[src/rtl/iomem_bridge.sv]
// iomem_bridge: slot-decoded bridge from the picosoc iomem master port to
// NUM_SLV peripheral slaves, with per-slave stall and a bus timeout.
// Optional status register enabled by defining IOMEM_BRIDGE_STATUS_EN.
module iomem_bridge #(
    parameter int          NUM_SLV   = 4,
    parameter logic [31:0] BASE_ADDR = 32'h0300_0000,
    parameter int          SPAN_BITS = 12,
    parameter int          IDX_BITS  = 4,
    parameter int          TIMEOUT   = 64,
    parameter logic [31:0] ERR_DATA  = 32'hDEAD_BEEF
) (
    input  logic                   clk,
    input  logic                   resetn,
    input  logic                   iomem_valid,
    output logic                   iomem_ready,
    input  logic [3:0]             iomem_wstrb,
    input  logic [31:0]            iomem_addr,
    input  logic [31:0]            iomem_wdata,
    output logic [31:0]            iomem_rdata,
    output logic [NUM_SLV-1:0]     slv_valid,
    input  logic [NUM_SLV-1:0]     slv_ready,
    output logic [3:0]             slv_wstrb,
    output logic [SPAN_BITS-1:0]   slv_addr,
    output logic [31:0]            slv_wdata,
    input  logic [32*NUM_SLV-1:0]  slv_rdata
);

    localparam int TOP   = SPAN_BITS + IDX_BITS;
    localparam int CNT_W = (TIMEOUT > 1) ? $clog2(TIMEOUT) : 1;
    localparam logic [CNT_W-1:0]  CNT_LAST  = (TIMEOUT > 0) ? CNT_W'(TIMEOUT - 1) : '0;
    localparam logic [IDX_BITS:0] NUM_SLV_I = (IDX_BITS + 1)'(NUM_SLV);

    typedef enum logic [1:0] {
        ST_IDLE,
        ST_REQ,
        ST_RESP
    } state_t;

    state_t                 state_q, state_d;
    logic                   iomem_ready_q, iomem_ready_d;
    logic [31:0]            iomem_rdata_q, iomem_rdata_d;
    logic [NUM_SLV-1:0]     slv_valid_q, slv_valid_d;
    logic [3:0]             slv_wstrb_q, slv_wstrb_d;
    logic [SPAN_BITS-1:0]   slv_addr_q, slv_addr_d;
    logic [31:0]            slv_wdata_q, slv_wdata_d;
    logic [CNT_W-1:0]       cnt_q, cnt_d;

    logic                   addr_hit;
    logic [IDX_BITS-1:0]    addr_idx;
    logic                   idx_mapped;
    logic                   sel_ready;
    logic [31:0]            sel_rdata;

`ifdef IOMEM_BRIDGE_STATUS_EN
    logic [IDX_BITS-1:0]    sel_q, sel_d;
    logic [15:0]            err_cnt_q, err_cnt_d;
    logic [7:0]             last_err_idx_q, last_err_idx_d;
    logic                   timeout_seen_q, timeout_seen_d;
    logic                   idx_status;
    logic                   err_evt;
    logic                   err_tmo;
    logic [IDX_BITS-1:0]    err_slot;
    logic [31:0]            status_word;

    assign idx_status  = ({1'b0, addr_idx} == NUM_SLV_I);
    assign status_word = {err_cnt_q, last_err_idx_q, 7'b0, timeout_seen_q};
`endif

    assign addr_hit   = (iomem_addr[31:TOP] == BASE_ADDR[31:TOP]);
    assign addr_idx   = iomem_addr[TOP-1:SPAN_BITS];
    assign idx_mapped = ({1'b0, addr_idx} < NUM_SLV_I);

    // slv_valid_q is one-hot, so masking with it selects the active slave's ready
    assign sel_ready = |(slv_ready & slv_valid_q);

    // Read data mux for the slave currently holding slv_valid
    always_comb begin
        sel_rdata = '0;
        for (int unsigned i = 0; i < NUM_SLV; i++) begin
            sel_rdata = sel_rdata | (slv_rdata[32*i +: 32] & {32{slv_valid_q[i]}});
        end
    end

    // Next-state and registered-output computation for the request/response FSM
    always_comb begin
        state_d       = state_q;
        iomem_ready_d = iomem_ready_q;
        iomem_rdata_d = iomem_rdata_q;
        slv_valid_d   = slv_valid_q;
        slv_wstrb_d   = slv_wstrb_q;
        slv_addr_d    = slv_addr_q;
        slv_wdata_d   = slv_wdata_q;
        cnt_d         = cnt_q;
`ifdef IOMEM_BRIDGE_STATUS_EN
        sel_d          = sel_q;
        err_cnt_d      = err_cnt_q;
        last_err_idx_d = last_err_idx_q;
        timeout_seen_d = timeout_seen_q;
        err_evt        = 1'b0;
        err_tmo        = 1'b0;
        err_slot       = '0;
`endif
        case (state_q)
            ST_IDLE: begin
                iomem_ready_d = 1'b0;
                if (iomem_valid && !iomem_ready_q && addr_hit) begin
                    if (idx_mapped) begin
                        state_d = ST_REQ;
                        for (int unsigned i = 0; i < NUM_SLV; i++) begin
                            slv_valid_d[i] = ({1'b0, addr_idx} == (IDX_BITS + 1)'(i));
                        end
                        slv_addr_d  = iomem_addr[SPAN_BITS-1:0];
                        slv_wdata_d = iomem_wdata;
                        slv_wstrb_d = iomem_wstrb;
                        cnt_d       = '0;
`ifdef IOMEM_BRIDGE_STATUS_EN
                        sel_d       = addr_idx;
                    end else if (idx_status) begin
                        state_d       = ST_RESP;
                        iomem_ready_d = 1'b1;
                        iomem_rdata_d = status_word;
                        if (iomem_wstrb != 4'b0000) begin
                            err_cnt_d      = '0;
                            last_err_idx_d = '0;
                            timeout_seen_d = 1'b0;
                        end
`endif
                    end else begin
                        state_d       = ST_RESP;
                        iomem_ready_d = 1'b1;
                        iomem_rdata_d = ERR_DATA;
`ifdef IOMEM_BRIDGE_STATUS_EN
                        err_evt  = 1'b1;
                        err_slot = addr_idx;
`endif
                    end
                end
            end
            ST_REQ: begin
                if (sel_ready) begin
                    state_d       = ST_RESP;
                    slv_valid_d   = '0;
                    iomem_ready_d = 1'b1;
                    iomem_rdata_d = sel_rdata;
                end else if ((TIMEOUT != 0) && (cnt_q == CNT_LAST)) begin
                    state_d       = ST_RESP;
                    slv_valid_d   = '0;
                    iomem_ready_d = 1'b1;
                    iomem_rdata_d = ERR_DATA;
`ifdef IOMEM_BRIDGE_STATUS_EN
                    err_evt  = 1'b1;
                    err_tmo  = 1'b1;
                    err_slot = sel_q;
`endif
                end else if (TIMEOUT != 0) begin
                    cnt_d = cnt_q + CNT_W'(1);
                end
            end
            ST_RESP: begin
                iomem_ready_d = 1'b0;
                state_d       = ST_IDLE;
            end
            default: begin
                iomem_ready_d = 1'b0;
                slv_valid_d   = '0;
                state_d       = ST_IDLE;
            end
        endcase
`ifdef IOMEM_BRIDGE_STATUS_EN
        if (err_evt) begin
            err_cnt_d      = (err_cnt_q == 16'hFFFF) ? err_cnt_q : err_cnt_q + 16'd1;
            last_err_idx_d = 8'(err_slot);
            if (err_tmo) begin
                timeout_seen_d = 1'b1;
            end
        end
`endif
    end

    // State and output registers; reset aborts any transaction in flight
    always_ff @(posedge clk or negedge resetn) begin
        if (!resetn) begin
            state_q       <= ST_IDLE;
            iomem_ready_q <= 1'b0;
            iomem_rdata_q <= '0;
            slv_valid_q   <= '0;
            slv_wstrb_q   <= '0;
            slv_addr_q    <= '0;
            slv_wdata_q   <= '0;
            cnt_q         <= '0;
`ifdef IOMEM_BRIDGE_STATUS_EN
            sel_q          <= '0;
            err_cnt_q      <= '0;
            last_err_idx_q <= '0;
            timeout_seen_q <= 1'b0;
`endif
        end else begin
            state_q       <= state_d;
            iomem_ready_q <= iomem_ready_d;
            iomem_rdata_q <= iomem_rdata_d;
            slv_valid_q   <= slv_valid_d;
            slv_wstrb_q   <= slv_wstrb_d;
            slv_addr_q    <= slv_addr_d;
            slv_wdata_q   <= slv_wdata_d;
            cnt_q         <= cnt_d;
`ifdef IOMEM_BRIDGE_STATUS_EN
            sel_q          <= sel_d;
            err_cnt_q      <= err_cnt_d;
            last_err_idx_q <= last_err_idx_d;
            timeout_seen_q <= timeout_seen_d;
`endif
        end
    end

    assign iomem_ready = iomem_ready_q;
    assign iomem_rdata = iomem_rdata_q;
    assign slv_valid   = slv_valid_q;
    assign slv_wstrb   = slv_wstrb_q;
    assign slv_addr    = slv_addr_q;
    assign slv_wdata   = slv_wdata_q;

endmodule

[config.mk]
export PLATFORM = sky130hd
export DESIGN_NAME = iomem_bridge
export DESIGN_NICKNAME = d
export VERILOG_FILES = /design/src/rtl/iomem_bridge.sv
export SDC_FILE = /design/constraint.sdc
export NUM_CORES = 1
export LEC_CHECK = 0
export CAP_MARGIN = 0
export CORE_ASPECT_RATIO = 1.5
export CORE_MARGIN = 2
export CORE_UTILIZATION = 34
export DETAILED_ROUTE_END_ITERATION = 10
export HOLD_SLACK_MARGIN = 0.06
export MAX_ROUTING_LAYER = met4
export PLACE_DENSITY = 0.78
export SLEW_MARGIN = 15
export SYNTH_ARGS = -nofsm -noshare
export SYNTH_HDL_FRONTEND = slang
export SYNTH_SLANG_ARGS = --single-unit
[constraint.sdc]
create_clock -name clk -period 1.9 [get_ports clk]
set_input_delay 0.475 -clock clk [delete_from_list [all_inputs] [get_ports clk]]
set_output_delay 0.475 -clock clk [all_outputs]
set_load 0.005 [all_outputs]
==> impl_metrics.py, run 1 <==
metrics = {
    "cells_and_area": {
        "drive_gt1_share_pct": 23.4,
        "mostFrequentLayoutCell": "clkdlybuf4s50_1",
        "num-nets-final": 867,
        "final_cell_mix": "271 x clkdlybuf4s50_1, 93 x dfrtp_1, 46 x mux2_4",
        "areaGrowthSynthToFinish_pct": 87.7,
        "layout.cells.non_filler": 827,
        "insertedDiodeCount": 0,
    },
    "place": {
        "placed_cells": 789,
        "gp_congestion": 0.838,
        "dp_hpwl_mm": 13.1,
        "portBuffers": 287,
        "dpl_worst_slack_ns": -0.705,
    },
    "sta": {
        "tightestPinTransition_ns": 0.388,
        "fin_tns_setup_ns": -5.50,
        "drv_slew": 0,
        "whs_ns": 0.495,
        "final-hold-violation-count": 0,
        "clock.fmax_mhz": 492,
        "fin_crit_sh_pct": 107,
        "period_needed_ns": 2.03,
        "setup_slack_ns": -0.133,
        "relSlewSlack_pct": 74.1,
        "finClkSkew_ns": 0.0110,
        "rsz0062_at_grt": "yes",
        "setup_violations": 60,
    },
    "logic_synthesis": {
        "synthArstFlopShare_pct": 100,
        "synth_top_area_share_pct": 50.9,
        "synth-edff-count": 0,
        "ys_warn_count": 0,
        "synth_cells": 334,
        "synthFlopType": "dfrtp_1",
        "synth_largest_area_cell": "dfrtp_1",
        "synth_nets": 538,
        "netlist_area_sq_um": 4580,
        "netlist_top_cells_area": "dfrtp_1 51%, mux2_4 15%, a22o_1 6.5%",
        "avgSynthCellArea_sq_um": 13.7,
        "ys_seq_elements": 93,
        "synth.distinct_cells": 43,
        "seq_area_frac_synth_pct": 50.9,
    },
    "drt": {
        "first_iter_violations": 145,
        "wl_per_cell_um": 20.8,
        "wirelength_mm": 17.2,
        "drtPass1Iterations": 4,
        "drc": 0,
        "num_vias": 4357,
        "ant_nets": 0,
        "vias_per_cell": 5.27,
    },
    "critical_path": {
        "worstSetupPathType": "primary input to register",
        "arrival_ns": 2.25,
        "reg2reg_slack_ns": -0.11,
        "critPathMaxFanout": 8,
        "critPathRequiredTime_ns": 2.12,
        "endpoint_kind": "register",
        "r2r_end": "slv_wdata[15]",
        "r2r-start": "iomem_ready",
        "worst_r2r_path_depth": 7,
        "worstSetupStartpointType": "primary input",
    },
    "min_path": {
        "hold_path_depth": 1,
        "min_path_type": "register to register",
        "min_to": "cnt_q[5]",
        "holdCritStartpoint": "cnt_q[5]",
    },
    "global_routing": {
        "grt_pass1_wl_mm": 26.8,
        "grt_max_degree": 34,
        "grt_use_total_pct": 24.6,
        "grt_pass1_vias": 4807,
        "antenna_found_initial": 0,
        "grt-ovfl-total": 0,
    },
    "pwr": {
        "combPwrFrac_pct": 11.9,
        "p_total_w": 0.00420,
        "intPower_w": 0.00326,
        "seqPwrFrac_pct": 47.1,
        "clkPwrFrac_pct": 41.0,
        "switchingPower_w": 0.000938,
        "powerDensity_nw_per_um2": 489,
        "max-vdd-ir-drop_mv": 0.533,
        "leakagePower_nw": 3.53,
        "switching_share_pct": 22.3,
    },
    "die": {
        "initial_core_util_pct": 35.0,
        "die-height_um": 146,
        "num_rows": 51,
        "io_pins": 288,
        "coreArea_sq_um": 13100,
        "dieArea_sq_um": 14400,
        "die_w_um": 98.7,
    },
    "clocking": {
        "cts_made_buffers": 9,
        "insertion_delay_ns": 0.34,
        "cts_tree": "built",
        "cts_root_buf": "clkbuf_16",
        "clk_pin_slew_ns": 0.07,
        "clockBufferDepth": 2,
        "htreeDepth": 3,
        "clock-sinks": 93,
    },
    "run": {
        "max_cap_violations": 0,
    },
    "outcome": {
        "status": "finished, violations left",
        "violations": "setup timing",
    },
}
[stage by stage]
| stage | cell area, sq um | util [%] |
|---|---|---|
| after global placement | 7870 | 60.1 |
| after detailed placement | 7870 | 60.1 |
| after floorplan | 4590 | - |
| after CTS | 8450 | 64.6 |
| final | 8590 | 65.7 |
| after global routing | 8590 | 65.7 |
[cells in the mapped netlist (4+ instances only)]
library cell / n
o22ai_1: 8
a22o_1: 34
o21ai_0: 7
inv_1: 12
dfrtp_1: 93
mux2_4: 46
nand2_1: 5
mux2i_1: 4
buf_2: 4
a221oi_1: 32
nor2_1: 7
a2bb2oi_1: 12
a2bb2oi_2: 12
buf_6: 7
clkbuf_1: 14
[state kept, by name, summed over array words and instances, names as in the netlist]
signal,count
iomem_rdata,32
slv_valid,4
state_q,2
iomem_ready,1
slv_addr,12
slv_wdata,32
cnt_q,6
slv_wstrb,4
[routing by layer]
metal | routed length, um | GRT usage [%]
met4 | 214 | 5.27
met5 | 0 | -
met3 | 1150 | 5.12
met2 | 8870 | 42.6
met1 | 6970 | 29.6
[timing repair]
| action | CTS | global route |
|---|---|---|
| endpoints found under the hold margin | 17 | 0 |
| gates resized for setup | 32 | 25 |
| cloned | 3 | 1 |
| hold buffers | 1 | 0 |
| buffers inserted | 12 | 7 |
| pin swaps | 7 | 7 |
| endpoints found under the setup margin | 85 | 87 |
[kinds of logic (layout without fill, tap and decap cells)]
logic type	Yosys count	after routing	synth area share [%]
AO/OA/AOI/OAI	121	121	23.8
adder cells (fa/ha/maj)	1	1	0.273
buffers and inverters	38	372	4.46
flip-flops	93	93	50.9
multiplexers	52	52	16.5
AND/OR/NAND/NOR	29	29	4.13
[power groups by stage]
stage          sequential [W]  combinational, W  clock, W
2_1_floorplan         0.00202         0.0000135         0
3_3_place_gp          0.00202          0.000495         0
3_5_place_dp          0.00202          0.000503         0
4_1_cts               0.00198          0.000506   0.00176
5_1_grt               0.00198          0.000533   0.00185
6_report              0.00198          0.000500   0.00172
[critical path, stage by stage]
cell           delay, ns
dlygate4sd2_1       0.27
nor4_4              0.34
nand3_4             0.12
nor4_4              0.31
buf_12              0.17
buf_12              0.12
buf_12              0.13
mux2_4              0.31
[area by class of cell]
cell class,count,area (sq um)
fill,971,4490
clock inverter,7,60.1
clock buffer,9,225
inverter,12,45.0
multi-input combinational,203,2160
tap,159,199
sequential,93,2330
timing repair buffer,344,3570
[how the worst max path moves through the flow]
| stage | start | endpoint | slack, ns | depth (start not counted) |
|---|---|---|---|---|
| floorplan | iomem_addr[27] | slv_addr[0] | -0.11 | 5 |
| global placement | iomem_addr[17] | slv_wdata[12] | -0.61 | 7 |
| detailed placement | iomem_addr[17] | slv_wdata[15] | -0.70 | 7 |
| CTS | iomem_ready | slv_wdata[15] | -0.18 | 7 |
| global route | iomem_ready | slv_wdata[15] | -0.22 | 7 |
| finish | iomem_addr[28] | slv_wdata[15] | -0.13 | 8 |
Power figures use the tool's default switching activity.
==> inputs of run 2 (changes only) <==
CORE_MARGIN = 3   (was 2)
==> run 2 against run 1 <==
Net effect: the run still ends with setup timing left; count of clock-buffer cells in the layout up 1; register-to-register slack improved by 0.08 ns; non-clock buffer count fell by 9; clock skew decreased by 0.0024 ns; sequential cell count unchanged; clock power increased by 3%; setup slack better by 0.052 ns; global-route usage fell by 1.7 points; critical path depth stayed put; die area increased by 3.4%; core utilization down 0.11 points; sequential share of layout area hardly changed.
==> impl_metrics.py, run 2 (synthesis results as in run 1) <==
metrics = {
    "global_routing": {
        "use_met1_pct": 24.9,
        "antenna_found_initial": 0,
        "grt_pass1_wl_mm": 25.3,
        "grt_max_degree": 46,
        "met2_usage_pct": 39.7,
        "grtUsageMet3_pct": 5.77,
        "grt-ovfl-total": 0,
        "grt_pass1_vias": 4712,
        "grt_use_total_pct": 23.0,
        "top_usage_layer": "met2",
    },
    "critical_path": {
        "reg2reg_slack_ns": -0.03,
        "worstSetupStartpointType": "primary input",
        "endpoint_kind": "register",
        "worst_r2r_path_depth": 7,
        "critPathRequiredTime_ns": 2.12,
        "r2r-start": "iomem_ready",
        "arrival_ns": 2.20,
        "critPathMaxFanout": 5,
        "r2r_end": "slv_addr[7]",
        "worstSetupPathType": "primary input to register",
    },
    "die": {
        "die_w_um": 101,
        "io_pins": 288,
        "num_rows": 51,
        "coreArea_sq_um": 13100,
        "die-height_um": 148,
        "dieArea_sq_um": 14900,
        "initial_core_util_pct": 35.0,
    },
    "sta": {
        "period_needed_ns": 1.98,
        "final-hold-violation-count": 0,
        "rsz0062_at_grt": "yes",
        "tightestPinTransition_ns": 0.535,
        "setup_violations": 64,
        "fin_crit_sh_pct": 104,
        "clock.fmax_mhz": 505,
        "relSlewSlack_pct": 64.4,
        "whs_ns": 0.498,
        "drv_slew": 0,
        "setup_slack_ns": -0.0811,
        "fin_tns_setup_ns": -2.29,
        "finClkSkew_ns": 0.00865,
    },
    "cells_and_area": {
        "stdcell_area_sq_um": 8570,
        "insertedDiodeCount": 0,
        "final_cell_mix": "270 x clkdlybuf4s50_1, 93 x dfrtp_1, 48 x mux2_4",
        "num-nets-final": 858,
        "fillers": 984,
        "mostFrequentLayoutCell": "clkdlybuf4s50_1",
        "areaGrowthSynthToFinish_pct": 87.4,
        "drive_gt1_share_pct": 24.3,
        "layout.cells.non_filler": 818,
    },
    "clocking": {
        "clockBufferDepth": 2,
        "cts_made_buffers": 9,
        "clk_pin_slew_ns": 0.07,
        "insertion_delay_ns": 0.34,
        "cts_tree": "built",
        "htreeDepth": 3,
        "cts_root_buf": "clkbuf_16",
        "clock-sinks": 93,
    },
    "min_path": {
        "min_to": "cnt_q[5]",
        "hold_path_depth": 1,
        "min_path_type": "register to register",
        "holdCritStartpoint": "cnt_q[5]",
    },
    "pwr": {
        "p_total_w": 0.00425,
        "powerDensity_nw_per_um2": 496,
        "max-vdd-ir-drop_mv": 0.398,
        "leakagePower_nw": 3.49,
    },
    "place": {
        "dpl_cell_area_sq_um": 7840,
        "placed_cells": 787,
        "dp_hpwl_mm": 13.4,
        "gp_congestion": 0.847,
        "portBuffers": 287,
    },
    "drt": {
        "first_iter_violations": 79,
        "drc": 0,
        "wirelength_mm": 17.6,
        "drtPass1Iterations": 4,
        "vias_per_cell": 5.36,
        "wl_per_cell_um": 21.5,
        "num_vias": 4386,
        "ant_nets": 0,
    },
    "run": {
        "max_cap_violations": 0,
    },
    "outcome": {
        "violations": "setup timing",
        "status": "finished, violations left",
    },
}
-- run 2: cell count changes in the layout (fill, tap and decap cells not counted), moves of 2 or more --
| cell | before | now |
|---|---|---|
| buf_6 | 16 | 9 |
| o22ai_1 | 8 | 1 |
| o22ai_2 | 0 | 6 |
| a2bb2oi_1 | 5 | 0 |
| a2bb2oi_2 | 19 | 24 |
| buf_8 | 1 | 5 |
| buf_4 | 27 | 24 |
| clkdlybuf4s15_1 | 0 | 3 |
| dlygate4sd2_1 | 9 | 6 |
| buf_12 | 9 | 7 |
| mux2_2 | 2 | 0 |
| mux2_4 | 46 | 48 |
-- run 2: how the worst max path moves through the flow --
stage,start,endpoint,slack (ns),depth (start not counted)
detailed placement,iomem_addr[19],slv_addr[9],-0.63,7
CTS,iomem_ready,slv_addr[11],-0.14,7
global placement,iomem_addr[19],slv_wdata[12],-0.52,7
finish,iomem_addr[31],slv_addr[7],-0.08,8
global route,iomem_addr[31],slv_addr[7],-0.11,8
floorplan,iomem_addr[27],slv_addr[0],-0.11,5
-- run 2: power by group --
group | total (W) | internal [W] | switching (W)
logic | 0.000506 | 0.000373 | 0.000133
registers | 0.00198 | 0.00198 | 0
clock network | 0.00177 | 0.000949 | 0.000817
-- run 2: stage by stage --
| step | utilization (%) | setup slack (ns) |
|---|---|---|
| final | 65.5 | -0.0811 |
| after global routing | 65.5 | -0.111 |
| after CTS | 63.4 | -0.135 |
| after detailed placement | 59.9 | -0.627 |
| after global placement | 59.9 | -0.515 |
| after floorplan | - | -0.105 |
-- run 2: critical path: stages --
cell             delay, ns
clkdlybuf4s50_1       0.43
nor2_2                0.16
nand3_4               0.10
nor4_4                0.32
buf_12                0.17
buf_6                 0.11
buf_6                 0.12
mux2_4                0.30
-- run 2: what timing repair did --
item	CTS	global route
pin swaps	6	8
cloned	1	3
hold buffers	1	0
endpoints found under the hold margin	20	0
setup endpoints to repair	89	90
buffers inserted	8	4
resized for setup	34	41
-- run 2: metal layers --
metal	vias up	share of wire, %	wire (um)
met4	0	2.9	515
met5	-	0	0
met3	31	8.9	1570
met1	2132	35	6250
li1	1969	-	-
met2	254	53	9280
-- run 2: final cells by class --
cell class / instances / area [sq um] / area share (%)
Multi-Input combinational cell: 203 / 2260 / 26.4
Inverter: 12 / 45.0 / 0.525
Timing Repair Buffer: 335 / 3450 / 40.2
Clock inverter: 6 / 55.1 / 0.642
Clock buffer: 10 / 239 / 2.79
Tap cell: 159 / 199 / 2.32
Sequential cell: 93 / 2330 / 27.1
